==> config.mk <==
export PLATFORM = sky130hd
export DESIGN_NAME = arp_encode
export DESIGN_NICKNAME = d
export VERILOG_FILES = /design/src/rtl/arp_pkg.sv /design/src/rtl/arp_encode.sv
export SDC_FILE = /design/constraint.sdc
export NUM_CORES = 1
export LEC_CHECK = 0
export CAP_MARGIN = 10
export CORE_UTILIZATION = 50
export DETAILED_ROUTE_END_ITERATION = 10
export GPL_ROUTABILITY_DRIVEN = 0
export GPL_TIMING_DRIVEN = 0
export PLACE_DENSITY = 0.8
export SLEW_MARGIN = 10
export SYNTH_ARGS = -nofsm -noshare
export SYNTH_HDL_FRONTEND = slang
export SYNTH_SLANG_ARGS = --single-unit
==> constraint.sdc <==
create_clock -name clk -period 4.1 [get_ports clk]
set_input_delay 0.82 -clock clk [delete_from_list [all_inputs] [get_ports clk]]
set_output_delay 0.82 -clock clk [all_outputs]
set_load 0.02 [all_outputs]
==> src/rtl/arp_pkg.sv <==
// ----------------------------------------------------------------------------
// arp_pkg
// Constants and the control-state type shared by the ARP encoder and decoder.
// Field values are in wire order (big-endian for the fixed header words).
// ----------------------------------------------------------------------------
package arp_pkg;

    localparam logic [15:0] ARP_HTYPE_ETH    = 16'h0001;
    localparam logic [15:0] ARP_PTYPE_IPV4   = 16'h0800;
    localparam logic [7:0]  ARP_HLEN         = 8'd6;
    localparam logic [7:0]  ARP_PLEN         = 8'd4;
    localparam logic [15:0] ARP_OPER_REQUEST = 16'd1;
    localparam logic [15:0] ARP_OPER_REPLY   = 16'd2;

    // Payload length in bytes and index of the final byte.
    localparam int unsigned ARP_LEN  = 28;
    localparam logic [4:0]  ARP_LAST = 5'(ARP_LEN - 1);

    typedef enum logic [1:0] {
        ARP_IDLE = 2'd0,
        ARP_SEND = 2'd1,
        ARP_DONE = 2'd2
    } arp_state_t;

endpackage

==> src/rtl/arp_encode.sv <==
// ----------------------------------------------------------------------------
// arp_encode
// Serialises one 28-byte ARP payload per start request onto a byte stream
// with valid/ready handshaking.
//
// Ports
//   clk, rst        clock (rising edge), synchronous active-high reset
//   start           request one packet; only looked at while idle
//   abort           drop the packet in flight immediately
//   local_mac/ip    sender hardware/protocol address (SHA/SPA)
//   dst_mac/ip      target hardware/protocol address (THA/TPA)
//   dout            payload byte, zero whenever dout_valid is low
//   dout_valid      byte available
//   dout_ready      downstream accepts the byte this cycle
//   dout_last       marks the final byte (index 27)
//   busy            packet in progress (SEND or DONE)
//   done            one-cycle pulse after the final byte is accepted
//
// Address fields go out low byte first, matching the packing arp_decode
// produces, so decoded addresses can be looped back unmodified.
// ----------------------------------------------------------------------------
module arp_encode
    import arp_pkg::*;
#(
    parameter logic [15:0] OPER = ARP_OPER_REPLY
) (
    input  logic        clk,
    input  logic        rst,
    input  logic        start,
    input  logic        abort,
    input  logic [47:0] local_mac,
    input  logic [31:0] local_ip,
    input  logic [47:0] dst_mac,
    input  logic [31:0] dst_ip,
    output logic [7:0]  dout,
    output logic        dout_valid,
    input  logic        dout_ready,
    output logic        dout_last,
    output logic        busy,
    output logic        done
);

    arp_state_t  state_q;
    logic [4:0]  cnt_q;
    logic [47:0] sha_q;
    logic [31:0] spa_q;
    logic [47:0] tha_q;
    logic [31:0] tpa_q;
    logic        valid_q;
    logic        last_q;
    logic        busy_q;
    logic        done_q;

    logic [7:0]  sel_byte;
    logic [7:0]  off;

    // Byte selection: counter drives a mux over header constants and the
    // captured address registers. The counter only moves on a handshake, so
    // the byte holds steady through stalls.
    always_comb begin
        sel_byte = '0;
        off      = '0;
        case (cnt_q)
            5'd0: sel_byte = ARP_HTYPE_ETH[15:8];
            5'd1: sel_byte = ARP_HTYPE_ETH[7:0];
            5'd2: sel_byte = ARP_PTYPE_IPV4[15:8];
            5'd3: sel_byte = ARP_PTYPE_IPV4[7:0];
            5'd4: sel_byte = ARP_HLEN;
            5'd5: sel_byte = ARP_PLEN;
            5'd6: sel_byte = OPER[15:8];
            5'd7: sel_byte = OPER[7:0];
            default: begin
                if (cnt_q < 5'd14) begin
                    off      = {cnt_q - 5'd8, 3'b000};
                    sel_byte = sha_q[off +: 8];
                end else if (cnt_q < 5'd18) begin
                    off      = {cnt_q - 5'd14, 3'b000};
                    sel_byte = spa_q[off +: 8];
                end else if (cnt_q < 5'd24) begin
                    off      = {cnt_q - 5'd18, 3'b000};
                    sel_byte = tha_q[off +: 8];
                end else if (cnt_q <= ARP_LAST) begin
                    off      = {cnt_q - 5'd24, 3'b000};
                    sel_byte = tpa_q[off +: 8];
                end
            end
        endcase
    end

    always_ff @(posedge clk) begin
        if (rst) begin
            state_q <= ARP_IDLE;
            cnt_q   <= '0;
            sha_q   <= '0;
            spa_q   <= '0;
            tha_q   <= '0;
            tpa_q   <= '0;
            valid_q <= 1'b0;
            last_q  <= 1'b0;
            busy_q  <= 1'b0;
            done_q  <= 1'b0;
        end else begin
            case (state_q)
                ARP_IDLE: begin
                    if (start) begin
                        sha_q   <= local_mac;
                        spa_q   <= local_ip;
                        tha_q   <= dst_mac;
                        tpa_q   <= dst_ip;
                        cnt_q   <= '0;
                        state_q <= ARP_SEND;
                        valid_q <= 1'b1;
                        last_q  <= 1'b0;
                        busy_q  <= 1'b1;
                    end
                    done_q <= 1'b0;
                end
                ARP_SEND: begin
                    if (abort) begin
                        state_q <= ARP_IDLE;
                        cnt_q   <= '0;
                        valid_q <= 1'b0;
                        last_q  <= 1'b0;
                        busy_q  <= 1'b0;
                        done_q  <= 1'b0;
                    end else if (valid_q && dout_ready) begin
                        if (cnt_q == ARP_LAST) begin
                            state_q <= ARP_DONE;
                            valid_q <= 1'b0;
                            last_q  <= 1'b0;
                            done_q  <= 1'b1;
                        end else begin
                            cnt_q  <= cnt_q + 5'd1;
                            // last is registered, so flag it one step early
                            last_q <= (cnt_q + 5'd1 == ARP_LAST);
                        end
                    end
                end
                default: begin
                    // DONE (abort here lands in the same place)
                    state_q <= ARP_IDLE;
                    cnt_q   <= '0;
                    valid_q <= 1'b0;
                    last_q  <= 1'b0;
                    busy_q  <= 1'b0;
                    done_q  <= 1'b0;
                end
            endcase
        end
    end

    assign dout       = valid_q ? sel_byte : '0;
    assign dout_valid = valid_q;
    assign dout_last  = last_q;
    assign busy       = busy_q;
    assign done       = done_q;

endmodule

=== Word-level counts from Yosys, hierarchy flattened ===
Cells that the tools add are included.
Widths: inputs -> output; s select.

* Add/subtract/negate cells: 5
* Magnitude comparators: 4
* Equal/unequal tests: 15
* Shift operators: 4
* Mux-type cells: 28
* Bitwise gates (word level): 1
* Reductions and logical operators: 11

{| class="wikitable"
|+ Operators with widths
! operator !! count
|-
| $shiftx 48x9->8 || 2
|-
| $shiftx 32x9->8 || 2
|-
| $pmux 8 s6 || 1
|-
| $mux 8 || 5
|-
| $eq 5x3->1 const B || 4
|-
| $mux 5 || 4
|-
| $eq 5x2->1 const B || 2
|-
| $eq 5x5->1 const B || 2
|-
| $lt 5x5->1 const B || 2
|-
| $pmux 5 s2 || 1
|-
| $sub 5x4->5 const B || 2
|-
| $sub 5x5->5 const B || 2
|-
| $mux 1 || 9
|-
| $ne 3x3->1 const B || 3
|-
| $mux 2 || 4
|-
| $reduce_and 2->1 || 4
|-
| $pmux 1 s2 || 3
|-
| $reduce_and 3->1 || 2
|-
| $reduce_or 3->1 || 2
|-
| $add 5x1->5 const B || 1
|-
| $eq 5x1->1 const B || 1
|-
| $le 5x5->1 const B || 1
|-
| $logic_not 5->1 || 1
|-
| $lt 5x4->1 const B || 1
|-
| 6 further kinds || 7
|}

* Flip-flop bits (word level): 171
* Bits of input ports: 165
* Output and inout port bits: 12
* Word-level logic and storage cells: 78

=== Longest topological paths before layout ===
* Word-level depth: 8
* Mapped depth: 11
* Mapped depth without buffers: 7

=== Worst setup path after synthesis ===
No wires, ideal clock.

* Path type: reg-to-output
* Start: register cnt_q[1]
* End: output dout[0]
* Arrival time: 2841 ps
* Data required time: 3280 ps
* Path slack: 439 ps
* Cell stages (with the launch flop): 11
* Path buffers: 4
* Cell sequence: dfxtp_1 -> buf_2 -> buf_2 -> inv_1 -> ha_1 -> clkbuf_1 -> buf_2 -> nand2_1 -> o21ai_0 -> a211oi_1 -> nor4b_1

* Word-level cells in the longest chain between the ends: 8
* Elaborated cells between the ends (all ways): 27
* Those cells by class: add/sub (4); order compare (4); eq/ne (7); shift (4); mux (6); reduce/logical (2)

{| class="wikitable"
|+ Ends and longest elaborated chain
! element !! line !! RTL
|-
| from (decl) || arp_encode.sv:44 || <nowiki>logic [4:0] cnt_q;</nowiki>
|-
| from (signal assigned) || arp_encode.sv:133 || <nowiki>cnt_q <= cnt_q + 5'd1;</nowiki>
|-
| $sub 5x5->5 || arp_encode.sv:83 || <nowiki>off = {cnt_q - 5'd24, 3'b000};</nowiki>
|-
| $shiftx 32x9->8 || arp_encode.sv:84 || <nowiki>sel_byte = tpa_q[off +: 8];</nowiki>
|-
| $mux 8 || arp_encode.sv:82 || <nowiki>end else if (cnt_q <= ARP_LAST) begin</nowiki>
|-
| $mux 8 || arp_encode.sv:79 || <nowiki>end else if (cnt_q < 5'd24) begin</nowiki>
|-
| $mux 8 || arp_encode.sv:76 || <nowiki>end else if (cnt_q < 5'd18) begin</nowiki>
|-
| $mux 8 || arp_encode.sv:73 || <nowiki>if (cnt_q < 5'd14) begin</nowiki>
|-
| $pmux 8 s6 (*) || arp_encode.sv:63 || <nowiki>case (cnt_q)</nowiki>
|-
| $mux 8 (*) || arp_encode.sv:152 || <nowiki>assign dout = valid_q ? sel_byte : '0;</nowiki>
|-
| to (decl) || arp_encode.sv:35 || <nowiki>output logic [7:0] dout,</nowiki>
|}

Mark *: on every way between the ends. The rest lies on a longest branch, timed or not.

=== Worst setup path in the final report ===
* Start: register cnt_q[0]
* End: output dout[3]

Same word-level chain as after synthesis.

==> impl_metrics.yaml <==
run_status:
  status: "complete, no violations"
flow_run:
  cap_violations: 0
global_routing:
  first_global_vias: 7395
  grt_overflow_total: 0
  use_met2: 0.519
  busiest_layer: "met2"
  antenna_found_initial: 0
  met3_usage: 0.0786
  grt_util_met1: 0.385
  grt_pass1_wl_um: 37900
  grt_max_degree: 17
  grt_util_all_layers: 0.311
yosys:
  synth_top_family_by_area: "simple AND/OR/NAND/NOR gates"
  synth-main-ff-cell: "dfxtp_1"
  async_flop_share: 0
  synth_edf_count: 0
  synth_compound_area_frac: 0.170
  syn_inst: 931
  muxShareOfSynthArea: 0.114
  ys_seq_area_frac: 0.442
  synth-seq-cells: 170
  synth_cell_types: 56
  synth_top_cell_by_area: "dfxtp_1"
  synth_xor_xnor_area_share: 0.00228
  synth.avg_cell_area_sq_um: 8.27
  synth-simple-area-share: 0.204
  yosys.area.top_type_share: 0.442
  synth_fa_ha_area_frac: 0.0163
  yosys_warnings: 0
  syn_area_sq_um: 7700
  synth_nets: 1106
  synth_area_leaders: "dfxtp_1 44%, nand2_1 17%, a21oi_1 11%"
hold_path:
  hold_depth: 2
  hold_path.class: "reg2reg"
clock_network:
  cts_tree: "built"
  cts-root-buf: "clkbuf_16"
  clk_latency_ps: 440
  numCtsBuffers: 17
  clockBufferDepth: 2
  clk_pin_slew_ps: 60
  clock-sinks: 170
  cts_max_level: 4
route:
  antenna_left: 0
  wl_um: 24300
  wl_per_cell_um: 18.3
  dr_total_vias: 7568
  dr.pass1.iters: 6
  drt_iter0_drc: 744
  vias_per_cell: 5.72
  drc: 0
sta:
  post-route-period-util: 0.977
  period_needed_ps: 4000
  rsz0062_at_grt: "false"
  hold_viol: 0
  setup_viol: 0
  clock.fmax_mhz: 250
  skew_ps: 8.07
  relSlewSlack: 0.482
  finalSetupTns_ps: 0
  worstMarginPinSlew_ps: 776
  finalMaxSlewViolations: 0
cells_and_area:
  drive_above_1_share: 0.119
  insertedDiodeCount: 0
  area_growth_pct: 36.8
  final_common_cell: "nand2_1"
  n_fill_cell: 1133
  nets: 1302
  mostFrequentLayoutCells: "340 x nand2_1, 170 x a21oi_1, 167 x dfxtp_1, 167 x clkdlybuf4s50_1, 48 x clkbuf_1"
power_and_ir_drop:
  p_leak_nw: 3.82
  clockPowerShare: 0.435
  power.internal_w: 0.00310
  seqPwrFrac: 0.440
  power_density_nw_per_um2: 389
  p_sw_w: 0.000998
  totalPowerFinal_w: 0.00410
  irDropWorstVdd_v: 0.000337
  p_sw_frac: 0.244
  combPwrFrac: 0.125
placement:
  place_hpwl_um: 17400
  place.port_buffers: 175
critical_path:
  startpoint_type: "register"
  arrival_ps: 3180
  critPathMaxFanout: 10
  worst_ep_required_time_ps: 3280
  rr_worst_depth: 7
  critPathCaptureType: "output pin"
  critPathKind: "reg2out"
  r2r_setup_slack_ps: 1640
die:
  rows: 44
  core_sq_um: 14800
  die_area_sq_um: 15900
  die_h_um: 126
  start_util: 0.522
  pin_count: 177
  fp.dieW_um: 126
==> synthesized netlist by cell type, drive strengths merged (2+ instances only) <==
cell / count
nor4: 3
dfxtp: 170
a221oi: 8
nor4b: 2
xnor2: 2
nand3b: 2
o2111ai: 2
a31oi: 4
o311a: 2
clkbuf: 47
inv: 7
o21bai: 3
mux2: 6
mux2i: 16
a311oi: 3
nor2: 10
o21ai: 13
buf: 28
or2: 3
mux4: 29
ha: 10
o31ai: 4
a21oi: 171
nor3: 3
o22ai: 3
nand2: 342
a221o: 3
nand3: 5
nand2b: 5
nor2b: 6
a22o: 2
a22oi: 3
==> cells by family after synthesis <==
kind of cell             Yosys count
AND/OR/NAND/NOR                  388
adder cells (fa/ha/maj)           10
AO/OA/AOI/OAI                    228
XOR/XNOR                           2
multiplexers                      51
buffers and inverters             82
flip-flops                       170
==> worst paths after layout <==
kind / startpoint / endpoint
setup reg to reg: state_q[0]$_SDFFE_PP0P_ / sha_q[46]$_SDFFE_PP0P_
hold reg to reg: sha_q[23]$_SDFFE_PP0P_ / sha_q[23]$_SDFFE_PP0P_
hold / removal: sha_q[23]$_SDFFE_PP0P_ / sha_q[23]$_SDFFE_PP0P_
setup / recovery: cnt_q[0]$_SDFFE_PP0P_ / dout[3]
==> state kept, by name (all words and copies together), names as in the netlist <==
register,flops
cnt_q,5
tpa_q,32
busy,1
spa_q,32
done,1
tha_q,48
state_q,2
sha_q,48
dout_last,1
==> worst max-delay path: stages, from the launching register on <==
cell,delay [ps]
dfxtp_2,370
buf_6,130
buf_8,180
buf_8,190
buf_6,200
inv_1,110
ha_2,240
o41ai_4,470
nand2_4,180
nor2_1,200
a32o_1,190
clkdlybuf4s15_2,280
==> final cells by class <==
cell class	instances	area [sq um]	area share
Inverter	7	26.3	0.00249
Timing Repair Buffer	179	1770	0.168
Sequential cell	170	3410	0.323
Clock inverter	12	211	0.0201
Tap cell	184	230	0.0219
Buffer	73	374	0.0355
Multi-Input combinational cell	679	4080	0.387
Clock buffer	19	433	0.0411
==> metal layers <==
| layer | vias to the layer above | wire length (um) |
|---|---|---|
| li1 | 3572 | - |
| met1 | 3550 | 9910 |
| met2 | 378 | 11500 |
| met3 | 68 | 2060 |
| met4 | 0 | 784 |
| met5 | - | 0 |
==> stage by stage <==
step,instance area (sq um),hold WS [ps],setup WS (ps),instances,util
floorplan,7700,433,439,931,-
global placement,9680,438,-590,1290,0.656
detailed placement,9680,444,-570,1290,0.656
CTS,10500,453,-9.37,1320,0.709
global route,10500,473,27.2,1323,0.714
finish,10500,454,96.2,1323,0.714
==> power groups by stage <==
stage / Combinational [W] / Sequential, W / Clock, W
after CTS: 0.000503 / 0.00180 / 0.00178
after global placement: 0.000489 / 0.00183 / 0
after global routing: 0.000556 / 0.00181 / 0.00186
final: 0.000512 / 0.00180 / 0.00178
after floorplan: 0.000251 / 0.00182 / 0
after detailed placement: 0.000496 / 0.00184 / 0
==> what timing repair did <==
item,4_1_cts,5_1_grt
gates cloned,0,0
endpoints found under the setup margin,8,8
hold buffers,0,0
setup buffers,0,4
pin swaps,4,5
resized for setup,50,15
No activity file was read; power rests on OpenSTA's default activity.
==> RTL change: new RTL, config.mk and constraints unchanged <==
Re-encode `arp_state_t` (3 states) as one-hot, 3 bits wide.
--- a/src/rtl/arp_pkg.sv
+++ b/src/rtl/arp_pkg.sv
@@ -18,6 +18,6 @@
 
-    typedef enum logic [1:0] {
-        ARP_IDLE = 2'd0,
-        ARP_SEND = 2'd1,
-        ARP_DONE = 2'd2
+    typedef enum logic [2:0] {
+        ARP_IDLE = 3'b001,
+        ARP_SEND = 3'b010,
+        ARP_DONE = 3'b100
     } arp_state_t;
Formal check against the unedited RTL: same outputs for any inputs over 10 cycles, from zero or initial values and one cycle with rst high; not proved beyond that.
==> RTL change against the unedited design <==
- sequential cell count rose by 1
- sequential share of layout area rose by 0.58 points
- via count rose by 1.8%
- count of clock-buffer cells in the layout rose by 3
- largest cell class unchanged
- design area fell by 1.2%
- power fell by 6.6%
- worst setup slack got worse by 0.054 ns
- synthesized area rose by 1.0%
- wire length rose by 1.0%
- fmax fell by 1.3%
==> RTL change: results (changes against the unedited design) <==
[yosys]
ys_warn_count = 0  ; unchanged
synth_flop_cell = dfxtp_1
syn-num-nets = 1127  ; +1.9%
yosys-top-cells-count = nand2_1, a21oi_1, dfxtp_1
synth_seq_area_share_pct = 44.0  ; -0.19 points
async_reset_ff_share_pct = 0  ; unchanged
avgSynthCellArea_um2 = 8.17  ; -1.2%
synth_cell_types = 50  ; -11%
synth_area_leaders = dfxtp_1, nand2_1, a21oi_1

[routing]
highest_layer = met4
wl_met2_um = 11800  ; +2.2%
vias = 7707  ; +1.8%
wl_met1_um = 9850  ; -0.64%
drtPass1Iterations = 5  ; -1
drt-vias-per-instance = 5.72  ; about the same
met3_length_um = 1870  ; -9.2%
wl_per_cell_um = 18.2  ; -0.80%
first_iter_violations = 763  ; +2.6%

[placement]
placed_cell_area_um2 = 9760  ; +0.87%
io_buffers = 175  ; unchanged
dp_hpwl_um = 18100  ; +4.0%

[finish]
layout.nets = 1322  ; +1.5%
n_antenna_cell = 0  ; unchanged
fillCellCount = 1238  ; +9.3%
largestRegisters = sha_q: 48 flops, tha_q: 48 flops
layout-drive-gt1-share_pct = 9.92  ; -2.0 points

[global_route]
antenna_found_initial = 0  ; unchanged
grt_pass1_wl_um = 37900  ; about the same
grtUsageTotal_pct = 31.2  ; +0.12 points
grt_pass1_vias = 7466  ; +0.96%
grt_max_degree = 20  ; +3

[worst_setup_path]
worstPathMaxFanout = 10  ; unchanged
cp.arrival_ns = 3.24  ; +0.06 ns
worst_path_largest_cell_delay_ns = 0.40  ; -0.07 ns
cpMaxStageDelayCell = dfxtp_2

[cts]
cts_buffers = 17  ; unchanged
clkTransAtPathRegs_ns = 0.07
cts_buffer_depth = 2  ; unchanged
clk_latency_ns = 0.44  ; about the same
cts_max_level = 4  ; unchanged

[power]
vdd_drop_max_mv = 0.307  ; -9.1%
power_leakage_nw = 3.80  ; -0.57%

[min_path]
hp-class = flop to flop

[sta]
finClkSkew_ns = 0.00734  ; -0.000730 ns
slew_headroom_pct = 47.5  ; -0.74 points

[run_status]
status = finished clean

[RTL change: critical path: cells and delay by family (launching register included)]
family | cells | cell delay (ns)
buffers and inverters | 5 | 1.05
AOI/OAI and AO/OA | 2 | 0.44
muxes | 1 | 0.34
and+or+nand+nor | 2 | 0.23
DFF | 1 | 0.40
adders and majority gates | 1 | 0.33
[RTL change: through the flow]
step	worst slack, ns	hold slack [ns]	util (%)
3_5_place_dp	-0.757	0.443	64.2
3_3_place_gp	-0.730	0.438	64.2
2_1_floorplan	0.438	0.433	-
6_report	0.0424	0.452	68.5
5_1_grt	0.00102	0.472	68.5
4_1_cts	0.0348	0.451	68.1
[RTL change: timing repair]
action	CTS	global route
resized for setup	30	15
pin swaps	0	2
setup buffers	0	1
endpoints found under the hold margin	0	0
cloned	0	1
setup endpoints to repair	8	8
[RTL change: layout make-up]
cell class | instances | area (um2) | share of cell area (%)
well taps | 188 | 235 | 2.26
repair buffers | 177 | 1760 | 16.9
plain buffers | 73 | 392 | 3.76
multi-input cells | 694 | 4020 | 38.6
inverters | 13 | 48.8 | 0.469
clock buffers | 22 | 464 | 4.46
flip-flops and latches | 171 | 3430 | 32.9
clock inverters | 9 | 67.6 | 0.649
[RTL change: report_power, final]
group          internal (mW)  switching (mW)
sequential              1.76          0.0547
combinational          0.261           0.270
clock                  0.803           0.670
[RTL change: worst paths after layout]
check                               start                     end  slack, ns  cells past startpoint
setup / recovery    cnt_q[1]$_SDFFE_PP0P_                 dout[1]       0.04                     11
hold / removal      spa_q[8]$_SDFFE_PP0P_   spa_q[8]$_SDFFE_PP0P_       0.45                      2
setup reg to reg  state_q[1]$_SDFFE_PP0P_  sha_q[44]$_SDFFE_PP0P_       1.93                      7
hold reg to reg     spa_q[8]$_SDFFE_PP0P_   spa_q[8]$_SDFFE_PP0P_       0.45                      2
[RTL change: layer usage]
metal | up-vias | global-route usage [%]
met5 | - | 0
met2 | 370 | 52.0
met3 | 87 | 5.65
li1 | 3625 | -
met1 | 3625 | 38.7
met4 | 0 | 16.5
[RTL change: logic make-up (layout without fill, tap and decap cells)]
kind of cell	after synthesis	in the layout	synth area share [%]
adders and majority gates	10	10	1.61
AOI/OAI and AO/OA	230	230	16.2
xor gates and xnor gates	2	2	0.225
buffers and inverters	87	294	5.26
DFF	171	171	44.0
and+or+nand+nor	404	404	21.4
muxes	48	48	11.3
